## config.mk

```make
export PLATFORM = sky130hd
export DESIGN_NAME = vga_mode_sequencer
export DESIGN_NICKNAME = d
export VERILOG_FILES = /design/src/rtl/vga_timing_pkg.sv /design/src/rtl/vga_mode_rom.sv /design/src/rtl/vga_mode_sequencer.sv
export SDC_FILE = /design/constraint.sdc
export NUM_CORES = 1
export LEC_CHECK = 0
export ABC_AREA = 1
export CAP_MARGIN = 20
export CORE_UTILIZATION = 45
export CTS_CLUSTER_DIAMETER = 120
export DETAILED_ROUTE_END_ITERATION = 12
export PLACE_DENSITY = 0.78
export RECOVER_POWER = 100
export SYNTH_ARGS = -nofsm -noshare
export SYNTH_HDL_FRONTEND = slang
export SYNTH_SLANG_ARGS = --single-unit
export TNS_END_PERCENT = 20
```

## constraint.sdc

```tcl
create_clock -name clk_pixel -period 2.55 [get_ports clk_pixel]
set_input_delay 0.51 -clock clk_pixel [delete_from_list [all_inputs] [get_ports clk_pixel]]
set_output_delay 0.51 -clock clk_pixel [all_outputs]
set_load 0.005 [all_outputs]
```

## src/rtl/vga_timing_pkg.sv

```systemverilog
// Shared definitions for the VGA mode sequencer: mode codes, FSM state
// encoding and the per-mode timing table.
package vga_timing_pkg;

  localparam int TWIDTH = 12;

  localparam logic [1:0] MODE_640x480  = 2'd0;
  localparam logic [1:0] MODE_800x600  = 2'd1;
  localparam logic [1:0] MODE_1280x720 = 2'd2;
  localparam logic [1:0] MODE_RSVD     = 2'd3;

  typedef enum logic [1:0] {
    ST_RUN     = 2'd0,
    ST_PENDING = 2'd1,
    ST_APPLY   = 2'd2,
    ST_MUTE    = 2'd3
  } state_t;

  typedef struct packed {
    logic [TWIDTH-1:0] h_fp;
    logic [TWIDTH-1:0] h_sw;
    logic [TWIDTH-1:0] h_bp;
    logic [TWIDTH-1:0] h_act;
    logic [TWIDTH-1:0] v_fp;
    logic [TWIDTH-1:0] v_sw;
    logic [TWIDTH-1:0] v_bp;
    logic [TWIDTH-1:0] v_act;
  } timing_t;

  localparam timing_t TIMING_640x480 = '{
    h_fp: 12'd16,  h_sw: 12'd96,  h_bp: 12'd48,  h_act: 12'd640,
    v_fp: 12'd10,  v_sw: 12'd2,   v_bp: 12'd33,  v_act: 12'd480};

  localparam timing_t TIMING_800x600 = '{
    h_fp: 12'd40,  h_sw: 12'd128, h_bp: 12'd88,  h_act: 12'd800,
    v_fp: 12'd1,   v_sw: 12'd4,   v_bp: 12'd23,  v_act: 12'd600};

  localparam timing_t TIMING_1280x720 = '{
    h_fp: 12'd110, h_sw: 12'd40,  h_bp: 12'd220, h_act: 12'd1280,
    v_fp: 12'd5,   v_sw: 12'd5,   v_bp: 12'd20,  v_act: 12'd720};

  // Timing fields for a mode code; the reserved code returns all zeros.
  function automatic timing_t mode_timing(input logic [1:0] mode);
    timing_t t;
    case (mode)
      MODE_640x480:  t = TIMING_640x480;
      MODE_800x600:  t = TIMING_800x600;
      MODE_1280x720: t = TIMING_1280x720;
      default:       t = '0;
    endcase
    return t;
  endfunction

  function automatic logic mode_valid(input logic [1:0] mode);
    return mode != MODE_RSVD;
  endfunction

endpackage

```

## src/rtl/vga_mode_rom.sv

```systemverilog
// Combinational mode table: maps a 2-bit mode code to its eight timing
// fields and a flag saying whether the code names a real mode.
module vga_mode_rom
  import vga_timing_pkg::*;
(
  input  logic [1:0]        mode,
  output logic [TWIDTH-1:0] h_fp,
  output logic [TWIDTH-1:0] h_sw,
  output logic [TWIDTH-1:0] h_bp,
  output logic [TWIDTH-1:0] h_act,
  output logic [TWIDTH-1:0] v_fp,
  output logic [TWIDTH-1:0] v_sw,
  output logic [TWIDTH-1:0] v_bp,
  output logic [TWIDTH-1:0] v_act,
  output logic              valid
);

  timing_t t;

  assign t     = mode_timing(mode);
  assign h_fp  = t.h_fp;
  assign h_sw  = t.h_sw;
  assign h_bp  = t.h_bp;
  assign h_act = t.h_act;
  assign v_fp  = t.v_fp;
  assign v_sw  = t.v_sw;
  assign v_bp  = t.v_bp;
  assign v_act = t.v_act;
  assign valid = mode_valid(mode);

endmodule

```

## src/rtl/vga_mode_sequencer.sv

```systemverilog
// Holds the active video mode and sequences mode changes: a request waits
// for a frame boundary (or timeout), the generator is held in reset while
// new parameters settle, then video stays muted for a few frames.
module vga_mode_sequencer
  import vga_timing_pkg::*;
#(
  parameter logic [1:0]  RESET_MODE     = 2'd2,
  parameter int unsigned GEN_RST_CYCLES = 16,
  parameter int unsigned MUTE_FRAMES    = 2,
  parameter int unsigned TIMEOUT_CYCLES = 2000000
) (
  input  logic              clk_pixel,
  input  logic              rst_n,
  input  logic              req_valid,
  input  logic [1:0]        req_mode,
  output logic              req_ready,
  output logic              req_err,
  output logic              mode_done,
  output logic [1:0]        cur_mode,
  input  logic              frame_start,
  output logic              gen_run,
  output logic              video_mute,
  output logic [TWIDTH-1:0] h_fp,
  output logic [TWIDTH-1:0] h_sw,
  output logic [TWIDTH-1:0] h_bp,
  output logic [TWIDTH-1:0] h_act,
  output logic [TWIDTH-1:0] v_fp,
  output logic [TWIDTH-1:0] v_sw,
  output logic [TWIDTH-1:0] v_bp,
  output logic [TWIDTH-1:0] v_act
);

  state_t      state_q, state_d;
  logic [31:0] cnt_q, cnt_d, cnt_inc;
  logic [1:0]  cur_mode_q, cur_mode_d;
  logic [1:0]  pend_mode_q, pend_mode_d;
  timing_t     timing_q, timing_d;
  logic        gen_run_q, gen_run_d;
  logic        video_mute_q, video_mute_d;
  logic        req_ready_q, req_ready_d;
  logic        req_err_q, req_err_d;
  logic        mode_done_q, mode_done_d;

  // In RUN the table validates the incoming request; elsewhere it supplies
  // the timing of the pending mode for the load on entry to APPLY.
  logic [1:0] rom_mode;
  timing_t    rom_timing;
  logic       rom_valid;

  assign rom_mode = (state_q == ST_RUN) ? req_mode : pend_mode_q;

  vga_mode_rom u_rom (
    .mode  (rom_mode),
    .h_fp  (rom_timing.h_fp),
    .h_sw  (rom_timing.h_sw),
    .h_bp  (rom_timing.h_bp),
    .h_act (rom_timing.h_act),
    .v_fp  (rom_timing.v_fp),
    .v_sw  (rom_timing.v_sw),
    .v_bp  (rom_timing.v_bp),
    .v_act (rom_timing.v_act),
    .valid (rom_valid)
  );

  assign cnt_inc = (cnt_q == '1) ? cnt_q : cnt_q + 32'd1;

  // Next-state and next-output logic; the single counter clears on every state entry.
  always_comb begin
    state_d      = state_q;
    cnt_d        = cnt_q;
    cur_mode_d   = cur_mode_q;
    pend_mode_d  = pend_mode_q;
    timing_d     = timing_q;
    gen_run_d    = gen_run_q;
    video_mute_d = video_mute_q;
    req_ready_d  = req_ready_q;
    req_err_d    = 1'b0;
    mode_done_d  = 1'b0;
    case (state_q)
      ST_RUN: begin
        if (req_valid && req_ready_q) begin
          if (!rom_valid) begin
            req_err_d = 1'b1;
          end else if (req_mode == cur_mode_q) begin
            mode_done_d = 1'b1;
          end else begin
            pend_mode_d = req_mode;
            req_ready_d = 1'b0;
            cnt_d       = '0;
            state_d     = ST_PENDING;
          end
        end
      end
      ST_PENDING: begin
        if (frame_start || (cnt_q == TIMEOUT_CYCLES - 1)) begin
          cur_mode_d   = pend_mode_q;
          timing_d     = rom_timing;
          gen_run_d    = 1'b0;
          video_mute_d = 1'b1;
          cnt_d        = '0;
          state_d      = ST_APPLY;
        end else begin
          cnt_d = cnt_inc;
        end
      end
      ST_APPLY: begin
        if (cnt_q == GEN_RST_CYCLES - 1) begin
          gen_run_d = 1'b1;
          cnt_d     = '0;
          state_d   = ST_MUTE;
        end else begin
          cnt_d = cnt_inc;
        end
      end
      ST_MUTE: begin
        if (frame_start) begin
          if (cnt_q == MUTE_FRAMES - 1) begin
            video_mute_d = 1'b0;
            mode_done_d  = 1'b1;
            req_ready_d  = 1'b1;
            cnt_d        = '0;
            state_d      = ST_RUN;
          end else begin
            cnt_d = cnt_inc;
          end
        end
      end
      default: begin
        state_d = ST_APPLY;
        cnt_d   = '0;
      end
    endcase
  end

  // State and registered outputs; reset lands in APPLY with the reset mode loaded.
  always_ff @(posedge clk_pixel or negedge rst_n) begin
    if (!rst_n) begin
      state_q      <= ST_APPLY;
      cnt_q        <= '0;
      cur_mode_q   <= RESET_MODE;
      pend_mode_q  <= RESET_MODE;
      timing_q     <= mode_timing(RESET_MODE);
      gen_run_q    <= 1'b0;
      video_mute_q <= 1'b1;
      req_ready_q  <= 1'b0;
      req_err_q    <= 1'b0;
      mode_done_q  <= 1'b0;
    end else begin
      state_q      <= state_d;
      cnt_q        <= cnt_d;
      cur_mode_q   <= cur_mode_d;
      pend_mode_q  <= pend_mode_d;
      timing_q     <= timing_d;
      gen_run_q    <= gen_run_d;
      video_mute_q <= video_mute_d;
      req_ready_q  <= req_ready_d;
      req_err_q    <= req_err_d;
      mode_done_q  <= mode_done_d;
    end
  end

  assign req_ready  = req_ready_q;
  assign req_err    = req_err_q;
  assign mode_done  = mode_done_q;
  assign cur_mode   = cur_mode_q;
  assign gen_run    = gen_run_q;
  assign video_mute = video_mute_q;
  assign h_fp       = timing_q.h_fp;
  assign h_sw       = timing_q.h_sw;
  assign h_bp       = timing_q.h_bp;
  assign h_act      = timing_q.h_act;
  assign v_fp       = timing_q.v_fp;
  assign v_sw       = timing_q.v_sw;
  assign v_bp       = timing_q.v_bp;
  assign v_act      = timing_q.v_act;

endmodule

```

# After elaboration in Yosys (flattened, before gate mapping)
# Cells that the tools add are included.
# word_totals
regBits,139
# classes
n_bitwise,1
n_reduce_logical,14
add_sub_neg,1
eq_ne,18
mux,41
# op_table
op,count
one-hot mux 91 bit (3 select lines),1
two-way mux 32 bit,8
one-hot mux 32 bit (4 select lines),1
"adder 32 x 1 -> 32 bit, second input constant",1
"== test 32 x 1 -> 1 bit, second input constant",1
"== test 32 x 21 -> 1 bit, second input constant",1
"== test 32 bit, second input constant",1
"== test 32 x 4 -> 1 bit, second input constant",1
two-way mux 1 bit,18
two-way mux 2 bit,8
"inequality test 2 bit, second input constant",7
AND reduction 4 bit,3
one-hot mux 1 bit (2 select lines),4
one-hot mux 2 bit (4 select lines),1
AND reduction 7 bit,1
"== test 2 bit, second input constant",3
AND reduction 6 bit,1
nonzero test 2 bit,3
"== test 2 x 1 -> 1 bit, second input constant",2
logical NOT 2 bit,2
AND reduction 3 bit,1
== test 2 bit,1
"inequality test 2 x 1 -> 1 bit, second input constant",1
AND reduction 2 bit,1
3 further kinds,3

# Longest topological paths before layout
# logic_depth
depth_word,6
depth_mapped,15

# Cells and area by module
# From an unflattened synthesis, not the netlist that was laid out.
# unflattened
hier_cells,755
hier_area_um2,7787.5
# modules_own_cells
mod,cells_each,area_each_um2,instances
vga_mode_sequencer,651,7006.7,1
vga_mode_rom,104,780.7,1

# Worst setup path after synthesis
# OpenSTA, ideal clock, no wires.
# synth_path
kind,register to register
start,register state_q[1]
end,register cnt_q[16]
period_less_slack_ns,2.520
arrival_time_ns,2.404
setup_slack_ns,0.030
path_stages_with_launch,14
setup_ns,0.117
path_cell_list,dfstp_2 > inv_1 > ha_1 > buf_2 > o21ai_0 > ha_1 > inv_1 > o22ai_1 > nand3b_4 > nor2_4 > buf_6 > nand2_2 > xor2_2 > nor2_1
# synth_between
elab_chain_len,5
elab_cells_between_ends,12
classes_between,eq/ne (8); mux (2); reduce/logical (2)
# synth_lines
element,line,source
start: declaration,vga_mode_sequencer.sv:33,"state_t state_q, state_d;"
start signal: assignment,vga_mode_sequencer.sv:149,state_q <= state_d;
logical NOT 2 bit,"vga_mode_sequencer.sv:50, vga_mode_sequencer.sv:79",
two-way mux 2 bit,vga_mode_sequencer.sv:50,assign rom_mode = (state_q == ST_RUN) ? req_mode : pend_mode_q;
inequality test 2 bit,vga_timing_pkg.sv:55,return mode != MODE_RSVD;
inequality test 2 bit (no source line),-,
AND reduction 4 bit (no source line),-,
end signal: assignment,vga_mode_sequencer.sv:150,cnt_q <= cnt_d;
end: declaration,vga_mode_sequencer.sv:34,"logic [31:0] cnt_q, cnt_d, cnt_inc;"
# Parallel ways exist; a longest one is shown, timed or not.
# A chain may end at the register's enable or synchronous reset.

# Worst setup path after layout
# layout_path
start,register state_q[1]
end,register cnt_q[5]
# The elaborated chain is that of the path after synthesis.

==> run metrics <==
status=completed; Gate power share=0.038; Reg power frac=0.600; worst hold-check path type=reg -> reg; P_sw=324 uW; period utilisation layout=0.931; GR peak layer=met2; Post CTS Setup Buffer Count=0; Clock Latency Late Sink=0.32 ns; I/O Pins=109; clk_skew=0.0196 ns; cell breakdown of the critical path=inv_1 -> ha_2 -> o21ai_1 -> ha_1 -> inv_1 -> o22ai_2 -> nand3b_4 -> nor2_4 -> buf_12 -> nand2_1 -> xor2_1 -> nor2_1; post-route insts no fill=708; layout cells sized above 1=0.0817; Int Pwr=around 1000 uW; r2r endpoint=cnt_q[5]$_DFFE_PN0P_; Hold-fix buffers, CTS=0; max-slew violation count=0; Antenna Nets Post-Route=0; input/output buffers=52; Avg Cell Area, Syn=7.11 um^2; vias in the first global route=3,155; hold depth=2; drt drc=0; CP Buf/Inv Count=3; Fmax=421 MHz; pin count of the biggest net entering global routing=27; CTS Buf Count=5; Die Y=96.7 um; Critical R2R Launch=state_q[1]$_DFFE_PN1P_; worst slew pin tran=roughly 1.4 ns; Final setup viols=0; Ys Warns=0; top-area cell type share of the netlist area=0.261; Max-Slew Margin vs Limit=0.0484; CTS Sinks=50; unrepaired setup endpoints after global routing=false; Detailed Routing Iterations Pass 1=5; Top delay family on crit path=flip-flops; reg2reg path depth=12; Clock Tree Buf Depth=2; Reg clk slew, reported paths=0.09 ns; most common cell after layout, fill and taps aside=nand2_1; met3 Use GR=0.0325; met1 usage=0.253; Hold Crit Start=video_mute$_DFFE_PN1P_; Max-cap violations=0; Die ar.=0.00935 mm^2; post-synthesis sequential area ratio=0.313; # rows=34; ant diodes=0; CP peak stage delay=between 0.5 and 0.6 ns; CP Data Required Time=2.75 ns; Via density=4.84; Final Hold Fails=0; GP Congestion=approximately 0.9; minimum clock period=2.37 ns; largest area contributor in the netlist=dfrtp_1; synth top area cells=dfrtp_1 (26%), buf_4 (17%), nand2_1 (14%), nor2_1 (8.7%), dfstp_2 (5.2%); met2 Use GR=0.334; Critical-path top delay cell=dfstp_2; peak fanout along the critical path=17; Netlist cell types=35; Initial Util=0.463; critical path class=reg -> reg; GRT Util Overall=0.194; P&R area growth vs syn=8.44%; nets@finish=615; H-Tree Depth=2; Min Hold Slack=0.490 ns; first-pass GRT wire length=15,000 um; Cell Area, Synth=0.00403 mm^2; reg2reg setup slack=between 0.15 and 0.2 ns; WL final=8680 um; Avg WL per Cell=12.3 um; Die Width=about 97 um; sw frac=0.246; Cell Pwr Density=302 mW/mm^2; DRT iter0 DRCs=216; Root Buffer=clkbuf_8; Clock Power Share=0.362; Power Total=1320 uW; grt total ovfl=0; leak pwr=0.00226 uW; synthesized instance count=567; HPWL Detailed=6890 um; Top cell by count, worst path=inv_1; Hold EP=video_mute$_DFFE_PN1P_; TritonCTS clock tree=built; initial antenna violation count=0; most frequent cells in the layout=nand2_1 (151), nor2_1 (95), conb_1 (56); Worst setup EP type=flop; dpl cells=700; peak supply drop=0.198 mV; vias post-DR=3,430; FF+latch count, synth=50; WP data arrival=2.57 ns; core footprint=0.00872 mm^2; crit start category=flop
==> cell families after synthesis <==
| group | after synthesis | synth area share |
|---|---|---|
| and+or+nand+nor | 308 | 0.336 |
| DFF | 50 | 0.313 |
| other | 1 | 0.000930 |
| adders and majority gates | 10 | 0.0310 |
| AOI/OAI and AO/OA | 32 | 0.0428 |
| xor gates and xnor gates | 22 | 0.0515 |
| buffers and inverters | 144 | 0.225 |
==> Yosys cell counts <==
cell       instances
a21oi_1            4
a31oi_1            2
buf_2              4
buf_4             90
buf_6              3
clkinv_2           1
conb_1             1
dfrtp_1           42
dfstp_2            8
ha_1              10
inv_1             44
inv_2              2
nand2_1          151
nand2_2            5
nand2_4            2
nand3_1           22
nand3_2            3
nand3_4            1
nand3b_4           1
nand4_1           12
nor2_1            94
nor2_2             1
nor2_4             4
nor2_8             1
nor3_1             9
nor3b_1            1
nor4_1             1
o211ai_1           2
o21ai_0           18
o21ai_1            4
o22ai_1            1
o2bb2ai_1          1
xnor2_1            3
xor2_1            17
xor2_2             2
==> stage by stage <==
step | setup WS, ns | utilization | cell area (um^2) | TNS [ns]
final | 0.176 | 0.502 | 4370 | 0
after global routing | 0.0105 | 0.502 | 4370 | 0
after CTS | 0.0263 | 0.505 | 4410 | 0
after detailed placement | -0.0976 | 0.494 | 4310 | -0.704
after global placement | -0.00735 | 0.494 | 4310 | -0.00735
after floorplan | 0.0297 | - | 4240 | 0
==> worst min-delay path: stages (launching register included) <==
cell	delay (ns)
dfstp_1	0.39
nand2_1	0.06
nand2_1	0.04
==> worst max path at each step <==
stage | startpoint | to | slack [ns] | cells after the start
after detailed placement | req_mode[0] | cnt_q[5]$_DFFE_PN0P_ | -0.1 | 12
final | state_q[1]$_DFFE_PN1P_ | cnt_q[5]$_DFFE_PN0P_ | 0.18 | 12
after CTS | state_q[1]$_DFFE_PN1P_ | cnt_q[5]$_DFFE_PN0P_ | 0.03 | 12
after floorplan | state_q[1]$_DFFE_PN1P_ | cnt_q[16]$_DFFE_PN0P_ | 0.03 | 13
after global placement | req_mode[0] | cnt_q[5]$_DFFE_PN0P_ | -0.007 | 12
after global routing | state_q[1]$_DFFE_PN1P_ | cnt_q[31]$_DFFE_PN0P_ | 0.01 | 13
==> per-layer routing <==
metal / vias to the layer above / share of wire
met5: - / 0
met4: 0 / 0.0068
met3: 9 / 0.064
met2: 143 / 0.50
met1: 1596 / 0.42
li1: 1682 / -
==> power groups by stage <==
stage	sequential, uW	clock, uW	combinational (uW)
4_1_cts	793	492	53.4
3_3_place_gp	808	0	53.1
2_1_floorplan	808	0	84.1
6_report	792	477	50.1
5_1_grt	793	521	59.2
3_5_place_dp	808	0	53.1
==> registers in the layout, summed over array words and instances, names as in the netlist <==
signal / count
req_ready: 1
mode_done: 1
h_sw: 1
v_act: 3
state_q: 2
req_err: 1
cur_mode: 2
pend_mode_q: 2
gen_run: 1
v_bp: 3
cnt_q: 32
video_mute: 1
==> repair_timing <==
action,CTS,global route
gates resized for setup,1,5
hold endpoints to repair,0,0
gates cloned,0,0
endpoints found under the setup margin,10,18
pin swaps,0,0
==> layout make-up <==
cell class | count | area [um^2]
fillers | 863 | 4350
well taps | 108 | 135
clock buffers | 5 | 68.8
repair buffers | 67 | 649
flip-flops and latches | 50 | 1260
clock inverters | 3 | 18.8
inverters | 47 | 178
multi-input cells | 428 | 2060
Power figures use the tool's default switching activity.
